==> src/rtl/branch_buffer_types_pkg.sv <==
// Shared types for the branch target buffer: entry layout, 2-bit direction
// counter encoding and table geometry. Used by the predictor controller, the
// buffer interface and the hazard unit.
package branch_buffer_types_pkg;

  localparam int ENTRIES = 4;
  localparam int IDXW    = $clog2(ENTRIES);
  // Tags are held at the widest size any legal table depth can need
  // (pc[31:2]); narrower tags are zero-extended.
  localparam int TAGW    = 30;

  typedef logic [TAGW-1:0] tag_t;

  typedef enum logic [1:0] {
    SNT = 2'b00,
    WNT = 2'b01,
    WT  = 2'b10,
    ST  = 2'b11
  } bbcnt_t;

  typedef struct packed {
    logic        valid;
    tag_t        tag;
    logic [31:0] target;
  } bb_entry_t;

  // Tag = pc bits above the word offset and the index field.
  function automatic tag_t pc_tag(input logic [31:0] pc, input int idxw);
    return tag_t'(pc >> (idxw + 2));
  endfunction

endpackage

==> src/rtl/bp_sat_counter.sv <==
// 2-bit saturating branch direction counter (SNT <-> WNT <-> WT <-> ST).
// Ports:
//   clk_i, rst_i    clock, synchronous active-high reset (loads INIT)
//   en_i, taken_i   step toward ST on taken, toward SNT on not-taken
//   ld_i, ld_val_i  load a value directly (allocation); wins over en_i
//   state_o         current counter state (registered)
module bp_sat_counter
  import branch_buffer_types_pkg::*;
#(
  parameter bbcnt_t INIT = WNT
) (
  input  logic   clk_i,
  input  logic   rst_i,
  input  logic   en_i,
  input  logic   taken_i,
  input  logic   ld_i,
  input  bbcnt_t ld_val_i,
  output bbcnt_t state_o
);

  bbcnt_t state_q;

  always_ff @(posedge clk_i) begin
    if (rst_i) begin
      state_q <= INIT;
    end else if (ld_i) begin
      state_q <= ld_val_i;
    end else if (en_i) begin
      case (state_q)
        SNT: state_q <= taken_i ? WNT : SNT;
        WNT: state_q <= taken_i ? WT  : SNT;
        WT:  state_q <= taken_i ? ST  : WNT;
        ST:  state_q <= taken_i ? ST  : WT;
        default: state_q <= INIT;
      endcase
    end
  end

  assign state_o = state_q;

endmodule

==> src/rtl/branch_predict_ctrl.sv <==
// Branch target buffer controller: direct-mapped table of {valid,tag,target}
// plus one 2-bit direction counter per entry. Answers IF lookups
// combinationally and applies MM-stage resolutions on the clock edge.
// Ports:
//   CLK, RST               clock, synchronous active-high reset
//   IFpc                   fetch PC to look up
//   PRtaken, PRbpc         prediction (hit & counter taken) and target
//   MMvalid..MMstall       resolved branch from MM stage
//   mispredict, fixpc      flush request and redirect PC
module branch_predict_ctrl #(
  parameter int         ENTRIES  = branch_buffer_types_pkg::ENTRIES,
  parameter logic [1:0] INIT_CNT = 2'b01
) (
  input  logic        CLK,
  input  logic        RST,
  input  logic [31:0] IFpc,
  output logic        PRtaken,
  output logic [31:0] PRbpc,
  input  logic        MMvalid,
  input  logic        MMtaken,
  input  logic [31:0] MMpc,
  input  logic [31:0] MMbpc,
  input  logic        MMpredtaken,
  input  logic        MMstall,
  output logic        mispredict,
  output logic [31:0] fixpc
);
  import branch_buffer_types_pkg::*;

  localparam int IDX_W = $clog2(ENTRIES);

  bb_entry_t  tbl_q [ENTRIES];
  bbcnt_t     cnt   [ENTRIES];

  logic [IDX_W-1:0] if_idx, mm_idx;
  tag_t             if_tag, mm_tag;
  logic             if_hit, mm_hit, upd, stale;

  assign if_idx = IFpc[IDX_W+1:2];
  assign mm_idx = MMpc[IDX_W+1:2];
  assign if_tag = pc_tag(IFpc, IDX_W);
  assign mm_tag = pc_tag(MMpc, IDX_W);

  // Read port 1: fetch lookup (sees pre-edge contents, no bypass).
  assign if_hit  = tbl_q[if_idx].valid && (tbl_q[if_idx].tag == if_tag);
  assign PRtaken = if_hit && cnt[if_idx][1];
  assign PRbpc   = tbl_q[if_idx].target;

  // Read port 2: MM-index entry for hit detection and target check.
  assign mm_hit = tbl_q[mm_idx].valid && (tbl_q[mm_idx].tag == mm_tag);
  assign stale  = tbl_q[mm_idx].target != MMbpc;
  assign upd    = MMvalid && !MMstall;

  // A correctly predicted taken branch still flushes if the cached target
  // no longer matches the resolved one.
  assign mispredict = upd && ((MMtaken != MMpredtaken) ||
                              (MMtaken && MMpredtaken && stale));
  assign fixpc      = MMtaken ? MMbpc : (MMpc + 32'd4);

  // Single write port: any taken resolution writes the entry, which covers
  // both target refresh on hit and allocate/replace on miss.
  always_ff @(posedge CLK) begin
    if (RST) begin
      for (int k = 0; k < ENTRIES; k++) tbl_q[k] <= '0;
    end else if (upd && MMtaken) begin
      tbl_q[mm_idx] <= '{valid: 1'b1, tag: mm_tag, target: MMbpc};
    end
  end

  for (genvar i = 0; i < ENTRIES; i++) begin : g_cnt
    logic sel, en, ld;
    assign sel = upd && (mm_idx == IDX_W'(i));
    assign en  = sel && mm_hit;
    // Fresh allocation starts weakly taken.
    assign ld  = sel && !mm_hit && MMtaken;

    bp_sat_counter #(.INIT(bbcnt_t'(INIT_CNT))) u_cnt (
      .clk_i    (CLK),
      .rst_i    (RST),
      .en_i     (en),
      .taken_i  (MMtaken),
      .ld_i     (ld),
      .ld_val_i (WT),
      .state_o  (cnt[i])
    );
  end

endmodule

==> config.mk <==
export PLATFORM = sky130hd
export DESIGN_NAME = branch_predict_ctrl
export DESIGN_NICKNAME = d
export VERILOG_FILES = /design/src/rtl/branch_buffer_types_pkg.sv /design/src/rtl/bp_sat_counter.sv /design/src/rtl/branch_predict_ctrl.sv
export SDC_FILE = /design/constraint.sdc
export NUM_CORES = 1
export LEC_CHECK = 0
export CELL_PAD_IN_SITES_DETAIL_PLACEMENT = 0
export CELL_PAD_IN_SITES_GLOBAL_PLACEMENT = 1
export CORE_MARGIN = 4
export CORE_UTILIZATION = 44
export DETAILED_ROUTE_END_ITERATION = 10
export PLACE_DENSITY = 0.89
export SYNTH_ARGS = -nofsm -noshare
export SYNTH_HDL_FRONTEND = slang
export SYNTH_SLANG_ARGS = --single-unit
==> constraint.sdc <==
create_clock -name CLK -period 5 [get_ports CLK]
set_input_delay 0.75 -clock CLK [delete_from_list [all_inputs] [get_ports CLK]]
set_output_delay 0.75 -clock CLK [all_outputs]
set_load 0.05 [all_outputs]
==> results by group, run 1 <==
STA
  – Clk_skew: 0.0109 ns
  – Hold slack: slightly above 0.5 ns
  – Max Slew Vio Count: 0
  – RSZ-0062 raised after global routing: no
  – Setup_tns: 0 ns
  – Relative slew slack: 0.370
  – Final worst path period need: around 4.5 ns
  – Worst slew pin tran: around 0.95 ns
  – Final Setup Violations: 0
  – Post-route clock period utilization: 0.900
  – Fmax: roughly 220 MHz
  – Endpoints failing hold: 0
  – Final WS setup: ~0.5 ns

Global routing
  – Vias in the first global route: 9,786
  – Largest net degree at the start of global routing: 62
  – GRT overflow: 0
  – Met3 usage: 0.0391
  – All-Layer GR Usage: 0.225
  – First-pass GRT wire length: 61,300 um
  – Antenna violations before repair: 1
  – Met2 GRT Util: 0.378
  – GR peak layer: met2
  – GR Util met1: 0.311

Routing
  – Routed WL: 41,300 um
  – Pre-Repair DR Iteration Count: 5
  – Vias per cell: between 5 and 6
  – WL/cell: around 24 um
  – Vias: around 9.8k
  – Remaining antenna violation count: 0
  – Iteration-0 DRC Markers: ~1.1k
  – DRC Markers: 0

Placement
  – Dpl ws: 0.564 ns
  – Hpwl dp: 27,400 um
  – Area after DPL: ~17,000 um^2
  – GP Congestion: 0.842
  – PortBufs: roughly 170

Hold path
  – Min-Delay Path Class: reg2reg

Synth
  – Seq/Total Area, Yosys: 0.517
  – Main synth FF type: edfxtp_1
  – Async SR Flop Fraction: 0
  – Synthesized flop and latch total: 252
  – Yosys top cell area share: 0.505
  – Netlist cell types: 46
  – Mapped cell area: 14,500 um^2
  – Mean Syn Cell Area: about 14 um^2
  – Post-synthesis cell count: around 1.1k
  – Ys Warns: 0
  – Synth top area cells: edfxtp_1 (51%), mux4_2 (15%), and2_1 (10%)
  – Yosys top cell by area: edfxtp_1
  – Post-synth EDFFs: between 200 and 250
  – Synth Net Count: approximately 1.2k

Power
  – Pwr/cell area: about 310 nW/um^2
  – Tot Pwr: 0.00544 W
  – Pleak: ~6.0 nW
  – Peak supply drop: 0.319 mV

Worst setup path
  – CP max stage delay: roughly 0.89 ns
  – Crit path cell chain: clkdlybuf4s50_1, and4_1, and4_1, nand2b_1, nor2_1, xnor2_1, o21ai_0, clkdlybuf4s50_1
  – Required @ worst endpoint: around 4.3 ns
  – Largest delay contributor family on the critical path: buffers and inverters
  – CP Launch Type: input pin
  – Crit path kind: in2out
  – Worst EP arrival: between 3 and 4 ns
  – Slowest CP cell: clkdlybuf4s50_1
  – CP Capture Type: output pin
  – Crit path buf inv count: 2
  – Critical path peak fanout: 8

Floorplan
  – Die height: 190 um
  – Die Area: 35,900 um^2
  – Std-Cell Core Area: ~33,000 um^2
  – Initial Util: 0.446
  – # IOs: around 170
  – # rows: 66
  – Die X: between 150 and 200 um

Final layout
  – P&R area growth vs syn: 21.0%
  – Ant diodes: 0
  – Most frequent cells in the layout: edfxtp_1 (244), and2_1 (240), clkdlybuf4s50_1 (151)
  – Layout cell share with drive strength beyond 1: 0.165
  – Nets: ~1.3k
  – Commonest non-fill, non-tap cell in the layout: edfxtp_1
  – Post-route cell area: 17,500 um^2

Clock tree
  – Sinks on Clock Net: 252
  – CTS resizes: 0
  – Setup Buffers After CTS: 0
  – Worst skew pair latency: between 0.5 and 0.6 ns
  – Root buffer cell: clkbuf_16
  – CTS H-Tree Depth: 1
  – Register clock-pin slew on the reported worst setup and hold paths: 0.06 ns
  – CTS Buffer Depth: 3
  – CTS tree: done
  – TritonCTS buffer count: 28
  – Post-cts hold buffer count: 0

Job
  – MaxCap Viol Count: 0

Status
  – Status: complete, no violations
[layout make-up]
cell class,instances,area (um^2)
fill,2694,15000
sequential,252,7490
multi-input combinational,723,6570
timing repair buffer,210,2050
clock buffer,37,734
tap,442,553
clock inverter,14,109
inverter,9,33.8
[registers in the layout (all words and copies together) (netlist names)]
signal / cells
g_cnt.u_cnt.state_o: 8
tbl_q: 244
[metrics by stage]
step / utilization / instances
after detailed placement: 0.513 / 1636
after global placement: 0.513 / 1636
after CTS: 0.539 / 1687
final: 0.539 / 1687
after global routing: 0.539 / 1687
after floorplan: - / 1072
[power breakdown]
part	switching (W)	total [W]	internal, W
combinational	0.000587	0.00102	0.000435
clock	0.000830	0.00191	0.00108
sequential	0.0000602	0.00250	0.00244
total	0.00148	0.00544	0.00396
[per-layer routing]
layer  part of all wire  wire (um)  vias up
li1                   -          -     4321
met1               0.40      16400     4978
met2               0.49      20300      455
met3              0.088       3640       58
met4              0.024        971        2
met5            0.00031         13        -
[synthesized netlist by cell type, types with 5 or more instances]
| cell type | count |
|---|---|
| a21oi_1 | 6 |
| a31oi_1 | 5 |
| and2_1 | 240 |
| and4_1 | 5 |
| buf_1 | 9 |
| buf_2 | 11 |
| buf_4 | 9 |
| clkbuf_1 | 55 |
| dfxtp_1 | 8 |
| edfxtp_1 | 244 |
| ha_1 | 5 |
| inv_1 | 8 |
| mux2i_1 | 24 |
| mux4_1 | 12 |
| mux4_2 | 97 |
| nand2_1 | 54 |
| nand3_1 | 18 |
| nand4_1 | 18 |
| nor2_1 | 17 |
| nor3_1 | 14 |
| nor4_1 | 6 |
| o21ai_0 | 43 |
| xnor2_1 | 73 |
| xor2_1 | 39 |
[kinds of logic after synthesis]
kind of cell             share of synthesized area
adder cells (fa/ha/maj)                    0.00432
AND/OR/NAND/NOR                              0.153
AO/OA/AOI/OAI                               0.0357
XOR/XNOR                                    0.0677
multiplexers                                 0.191
buffers and inverters                       0.0311
flip-flops                                   0.517
[path summary, 6_finish.rpt]
kind | start | endpoint | slack [ns] | depth (start not counted)
min reg2reg | g_cnt[1].u_cnt.state_o[0] | g_cnt[1].u_cnt.state_o[1] | 0.51 | 2
max reg2reg | tbl_q[1][32] | g_cnt[1].u_cnt.state_o[0] | 2.10 | 6
min | g_cnt[1].u_cnt.state_o[0] | g_cnt[1].u_cnt.state_o[1] | 0.51 | 2
max | MMpc[6] | fixpc[21] | 0.50 | 8
[worst reg2reg max path, delay by kind of cell, from the launching register on]
kind             cells  cell delay [ns]
AO/OA/AOI/OAI        1             0.42
XOR/XNOR             1             0.17
flip-flops           1             0.38
multiplexers         1             0.56
AND/OR/NAND/NOR      3             1.27
Note: power is estimated with default switching activity, not from simulation.
==> run 2: changes to the inputs <==
SKIP_CTS_REPAIR_TIMING = 1   (was default)
SLEW_MARGIN = 40   (was default)
==> results by group, run 2 (synthesis gave the netlist of run 1 again) <==
Power
  – Peak supply drop: 0.243 mV (was 0.319 mV)
  – Pwr/cell area: 311 nW/um^2 (was 310 nW/um^2)
  – Tot Pwr: 0.00545 W (was 0.00544 W)
  – Pleak: 6.02 nW (was 6.03 nW)

Clock tree
  – Register clock-pin slew on the reported worst setup and hold paths: 0.06 ns (about the same)
  – Sinks on Clock Net: 252 (unchanged)
  – Worst skew pair latency: 0.53 ns (was 0.55 ns)
  – Root buffer cell: clkbuf_16 (unchanged)
  – TritonCTS buffer count: 28 (unchanged)
  – CTS Buffer Depth: 3 (unchanged)
  – CTS tree: done (unchanged)
  – CTS H-Tree Depth: 1 (unchanged)

Hold path
  – HP Start: g_cnt[1].u_cnt.state_o[0] (unchanged)
  – Min-Delay Path Class: reg2reg (unchanged)

Global routing
  – Antenna violations before repair: 0 (was 1)
  – GRT overflow: 0 (unchanged)
  – Largest net degree at the start of global routing: 62 (unchanged)
  – First-pass GRT wire length: 61,800 um (was 61,300 um)
  – All-Layer GR Usage: 0.227 (was 0.225)
  – Vias in the first global route: 9,920 (was 9,786)

Worst setup path
  – Setup crit end: fixpc[21] (unchanged)
  – Critical path peak fanout: 8 (unchanged)
  – R2R Path End: g_cnt[1].u_cnt.state_o[0] (unchanged)
  – Required @ worst endpoint: 4.25 ns (about the same)
  – R2R Setup Slk: 2.11 ns (was 2.10 ns)
  – Crit path cell chain: clkdlybuf4s50_1, and4_1, and4_1, nand2b_1, nor2_1, xnor2_1, o21ai_0, clkdlybuf4s50_1 (unchanged)
  – Largest delay contributor family on the critical path: buffers and inverters (unchanged)
  – CP max stage delay: 0.90 ns (was 0.89 ns)
  – CP Capture Type: output pin (unchanged)
  – Slowest CP cell: clkdlybuf4s50_1 (unchanged)
  – Crit path from: MMpc[6] (unchanged)
  – Crit path buf inv count: 2 (unchanged)
  – Worst EP arrival: 3.84 ns (was 3.75 ns)
  – Crit path depth: 8 (unchanged)
  – CP Launch Type: input pin (unchanged)
  – Crit path kind: in2out (unchanged)
  – Worst reg-to-reg path cell count: 6 (unchanged)
  – Worst r2r src: tbl_q[1][49] (was tbl_q[1][32])

Routing
  – Vias: 9,736 (was 9,814)
  – Vias per cell: 5.77 (was 5.82)
  – Pre-Repair DR Iteration Count: 5 (unchanged)
  – Remaining antenna violation count: 0 (unchanged)
  – Iteration-0 DRC Markers: 1,027 (was 1,097)
  – Routed WL: 41,400 um (was 41,300 um)
  – WL/cell: 24.6 um (was 24.5 um)
  – DRC Markers: 0 (unchanged)

Floorplan
  – Initial Util: 0.446 (unchanged)
  – Std-Cell Core Area: 32,500 um^2 (unchanged)
  – # rows: 66 (unchanged)
  – Die height: 190 um (unchanged)
  – Die X: 190 um (unchanged)
  – Die Area: 35,900 um^2 (unchanged)
  – # IOs: 168 (unchanged)

Final layout
  – Final core utilization: 0.540 (was 0.539)
  – Layout cell share with drive strength beyond 1: 0.162 (was 0.165)
  – Max reg flops: 244 (unchanged)
  – Multi-input logic area: 6580 um^2 (was 6570 um^2)
  – Top reg by flops: tbl_q (unchanged)
  – Register area: 7490 um^2 (unchanged)
  – Commonest non-fill, non-tap cell in the layout: edfxtp_1 (unchanged)
  – Most frequent cells in the layout: edfxtp_1 (244), and2_1 (240), clkdlybuf4s50_1 (151) (unchanged)
  – Fillers: 2,727 (was 2,694)
  – P&R area growth vs syn: 21.1% (was 21.0%)
  – Nets: 1,331 (unchanged)

STA
  – Worst slew pin tran: 0.776 ns (was 0.946 ns)
  – Final Setup Violations: 0 (unchanged)
  – Setup_tns: 0 ns (unchanged)
  – Post-route clock period utilization: 0.917 (was 0.900)
  – Relative slew slack: 0.483 (was 0.370)
  – Max Slew Vio Count: 0 (unchanged)
  – Final worst path period need: 4.59 ns (was 4.50 ns)
  – Clk_skew: 0.00891 ns (was 0.0109 ns)
  – Endpoints failing hold: 0 (unchanged)
  – Fmax: 218 MHz (was 222 MHz)
  – Hold slack: 0.512 ns (was 0.513 ns)
  – RSZ-0062 raised after global routing: no (unchanged)

Job
  – MaxCap Viol Count: 0 (unchanged)

Placement
  – Hpwl dp: 27,500 um (was 27,400 um)
  – PortBufs: 165 (unchanged)
  – GP Congestion: 0.842 (unchanged)

Status
  – Status: complete, no violations (unchanged)
==> run 2: changes by cell type in the layout (fill, tap and decap cells not counted), sizes merged <==
cell      change
clkbuf        +1
clkinv        -4
clkinvlp      +1
diode         +1
inv           +1
==> run 2: worst min-delay path by stage <==
stage | endpoint | slack, ns | depth (start not counted)
4_1_cts | g_cnt[1].u_cnt.state_o[1] | 0.51 | 2
3_3_place_gp | g_cnt[0].u_cnt.state_o[1] | 0.49 | 2
5_1_grt | g_cnt[3].u_cnt.state_o[1] | 0.54 | 2
6_report | g_cnt[1].u_cnt.state_o[1] | 0.51 | 2
2_1_floorplan | g_cnt[1].u_cnt.state_o[1] | 0.48 | 2
3_5_place_dp | g_cnt[2].u_cnt.state_o[1] | 0.51 | 2
==> run 2: layer usage <==
metal	up-vias	GRT usage	wire length, um
met4	0	0.0651	1090
met3	51	0.0426	3500
met2	446	0.378	20500
met5	-	0	0
met1	4913	0.309	16400
li1	4326	-	-
==> run 2: layout make-up <==
class,count,share of cell area
clock inverters,12,0.00492
multi-input cells,723,0.375
well taps,442,0.0315
clock buffers,38,0.0433
flip-flops and latches,252,0.426
diodes,1,0.000143
inverters,9,0.00192
repair buffers,210,0.117
==> run 2: power by group <==
part,total (W),switching [W],internal (W),leakage [nW]
clock,0.00193,0.000819,0.00111,0.406
sequential,0.00250,0.0000604,0.00244,2.39
combinational,0.00102,0.000587,0.000436,3.22
total,0.00545,0.00147,0.00399,6.02
==> run 2: worst register-to-register path: cells and delay by family, from the launching register on <==
family | cells | cell delay, ns
AOI/OAI and AO/OA | 1 | 0.42
xor gates and xnor gates | 1 | 0.16
DFF | 1 | 0.39
muxes | 1 | 0.54
and+or+nand+nor | 3 | 1.27
==> run 2: metrics by stage <==
stage / area, um^2 / setup slack (ns) / cells
finish: 17600 / 0.415 / 1687
global route: 17600 / 0.330 / 1686
CTS: 17600 / 0.503 / 1686
detailed placement: 16700 / 0.511 / 1636
global placement: 16700 / 0.513 / 1636
floorplan: 14500 / 0.0614 / 1072
==> run 3: changes to the inputs <==
ABC_CLOCK_PERIOD_IN_PS = 5000   (was default)
CORE_UTILIZATION = 47   (was 44)
CTS_CLUSTER_SIZE = 14   (was default)
PLACE_DENSITY = 0.93   (was 0.89)
==> results by group, run 3 (synthesis gave the netlist of run 1 again) <==
Power
  – Pwr/cell area: 310 nW/um^2 (was 311 nW/um^2)
  – Peak supply drop: 0.215 mV (was 0.243 mV)
  – Pleak: 6.00 nW (was 6.02 nW)
  – Tot Pwr: 0.00539 W (was 0.00545 W)

Floorplan
  – # rows: 64 (was 66)
  – Initial Util: 0.475 (was 0.446)
  – # IOs: 168 (unchanged)
  – Die height: 184 um (was 190 um)
  – Die X: 184 um (was 190 um)
  – Std-Cell Core Area: 30,500 um^2 (was 32,500 um^2)
  – Die Area: 33,700 um^2 (was 35,900 um^2)

Worst setup path
  – CP Capture Type: output pin (unchanged)
  – Slowest CP cell: clkdlybuf4s50_1 (unchanged)
  – CP Launch Type: input pin (unchanged)
  – Crit path cell chain: clkdlybuf4s50_1, and4_1, and4_1, nand2b_1, nor2_1, xnor2_1, o21ai_0, clkdlybuf4s50_1 (unchanged)
  – Critical path peak fanout: 8 (unchanged)
  – CP max stage delay: 0.89 ns (was 0.90 ns)
  – Worst EP arrival: 3.65 ns (was 3.84 ns)
  – Required @ worst endpoint: 4.25 ns (about the same)
  – Crit path kind: in2out (unchanged)

Routing
  – Pre-Repair DR Iteration Count: 5 (unchanged)
  – WL/cell: 25.1 um (was 24.6 um)
  – DRC Markers: 0 (unchanged)
  – Vias: 9,820 (was 9,736)
  – Remaining antenna violation count: 0 (unchanged)
  – Iteration-0 DRC Markers: 1,091 (was 1,027)
  – Routed WL: 41,000 um (was 41,400 um)
  – Vias per cell: 6.01 (was 5.77)

Job
  – MaxCap Viol Count: 0 (unchanged)

Final layout
  – Cell Count, Final, Fillers Out: 1,634 (was 1,687)
  – Max reg flops: 244 (unchanged)
  – Ant diodes: 0 (was 1)
  – P&R area growth vs syn: 20.2% (was 21.1%)
  – Most frequent cells in the layout: edfxtp_1 (244), and2_1 (240), clkdlybuf4s50_1 (151) (unchanged)
  – Commonest non-fill, non-tap cell in the layout: edfxtp_1 (unchanged)
  – Nets: 1,327 (was 1,331)
  – Post-route cell area: 17,400 um^2 (was 17,600 um^2)
  – Top reg by flops: tbl_q (unchanged)
  – Layout cell share with drive strength beyond 1: 0.162 (about the same)

STA
  – Max Slew Vio Count: 0 (unchanged)
  – Endpoints failing hold: 0 (unchanged)
  – Fmax: 227 MHz (was 218 MHz)
  – Post-route clock period utilization: 0.881 (was 0.917)
  – Final worst path period need: 4.40 ns (was 4.59 ns)
  – RSZ-0062 raised after global routing: no (unchanged)
  – Relative slew slack: 0.437 (was 0.483)
  – Final Setup Violations: 0 (unchanged)
  – Clk_skew: 0.0190 ns (was 0.00891 ns)
  – Setup_tns: 0 ns (unchanged)
  – Worst slew pin tran: 0.843 ns (was 0.776 ns)

Clock tree
  – CTS Buffer Depth: 3 (unchanged)
  – TritonCTS buffer count: 26 (was 28)
  – CTS H-Tree Depth: 1 (unchanged)
  – Worst skew pair latency: 0.54 ns (was 0.53 ns)
  – CTS tree: done (unchanged)
  – Sinks on Clock Net: 252 (unchanged)
  – Root buffer cell: clkbuf_16 (unchanged)
  – Register clock-pin slew on the reported worst setup and hold paths: 0.07 ns (was 0.06 ns)

Global routing
  – All-Layer GR Usage: 0.238 (was 0.227)
  – GRT overflow: 0 (unchanged)
  – First-pass GRT wire length: 61,100 um (was 61,800 um)
  – Vias in the first global route: 9,878 (was 9,920)
  – Largest net degree at the start of global routing: 62 (unchanged)
  – Antenna violations before repair: 1 (was 0)

Hold path
  – Min-Delay Path Class: reg2reg (unchanged)

Status
  – Status: complete, no violations (unchanged)

Placement
  – Post-Place Cells: 1,588 (was 1,636)
  – PortBufs: 165 (unchanged)
  – GP Congestion: 0.883 (was 0.842)
  – Area after DPL: 16,600 um^2 (was 16,700 um^2)
  – Hpwl dp: 27,200 um (was 27,500 um)
==> run 3: per-stage QoR <==
step,hold slack [ns],setup slack [ns],utilization
after floorplan,0.479,0.0614,-
final,0.524,0.597,0.571
after detailed placement,0.507,0.616,0.544
after global placement,0.487,0.524,0.544
after CTS,0.520,0.595,0.571
after global routing,0.561,0.470,0.571
==> run 3: worst paths after layout <==
path / from / to / slack (ns) / depth (start not counted)
min reg2reg: g_cnt[0].u_cnt.state_o[0] / g_cnt[0].u_cnt.state_o[1] / 0.52 / 2
min: g_cnt[0].u_cnt.state_o[0] / g_cnt[0].u_cnt.state_o[1] / 0.52 / 2
max reg2reg: tbl_q[2][49] / g_cnt[0].u_cnt.state_o[0] / 2.06 / 6
max: MMpc[6] / fixpc[19] / 0.60 / 8
==> run 3: area by class of cell <==
cell class	instances	area (um^2)
Clock buffer	28	679
Clock inverter	18	129
Fill cell	2392	13100
Inverter	9	33.8
Tap cell	396	495
Timing Repair Buffer	208	2010
Sequential cell	252	7490
Multi-Input combinational cell	723	6580
==> run 3: metal layers <==
metal,track usage,wire (um),vias up
li1,-,-,4313
met5,0,13,-
met3,0.0380,3280,56
met1,0.329,16300,4977
met2,0.401,20400,472
met4,0.0575,971,2
==> run 3: critical path, delay by kind of cell <==
family / cells / cell delay, ns
buffers and inverters: 2 / 1.56
and+or+nand+nor: 4 / 0.95
AOI/OAI and AO/OA: 1 / 0.32
xor gates and xnor gates: 1 / 0.07
==> run 3: where the power goes <==
part	switching (W)	internal, W
sequential	0.0000605	0.00244
clock	0.000801	0.00107
combinational	0.000587	0.000432
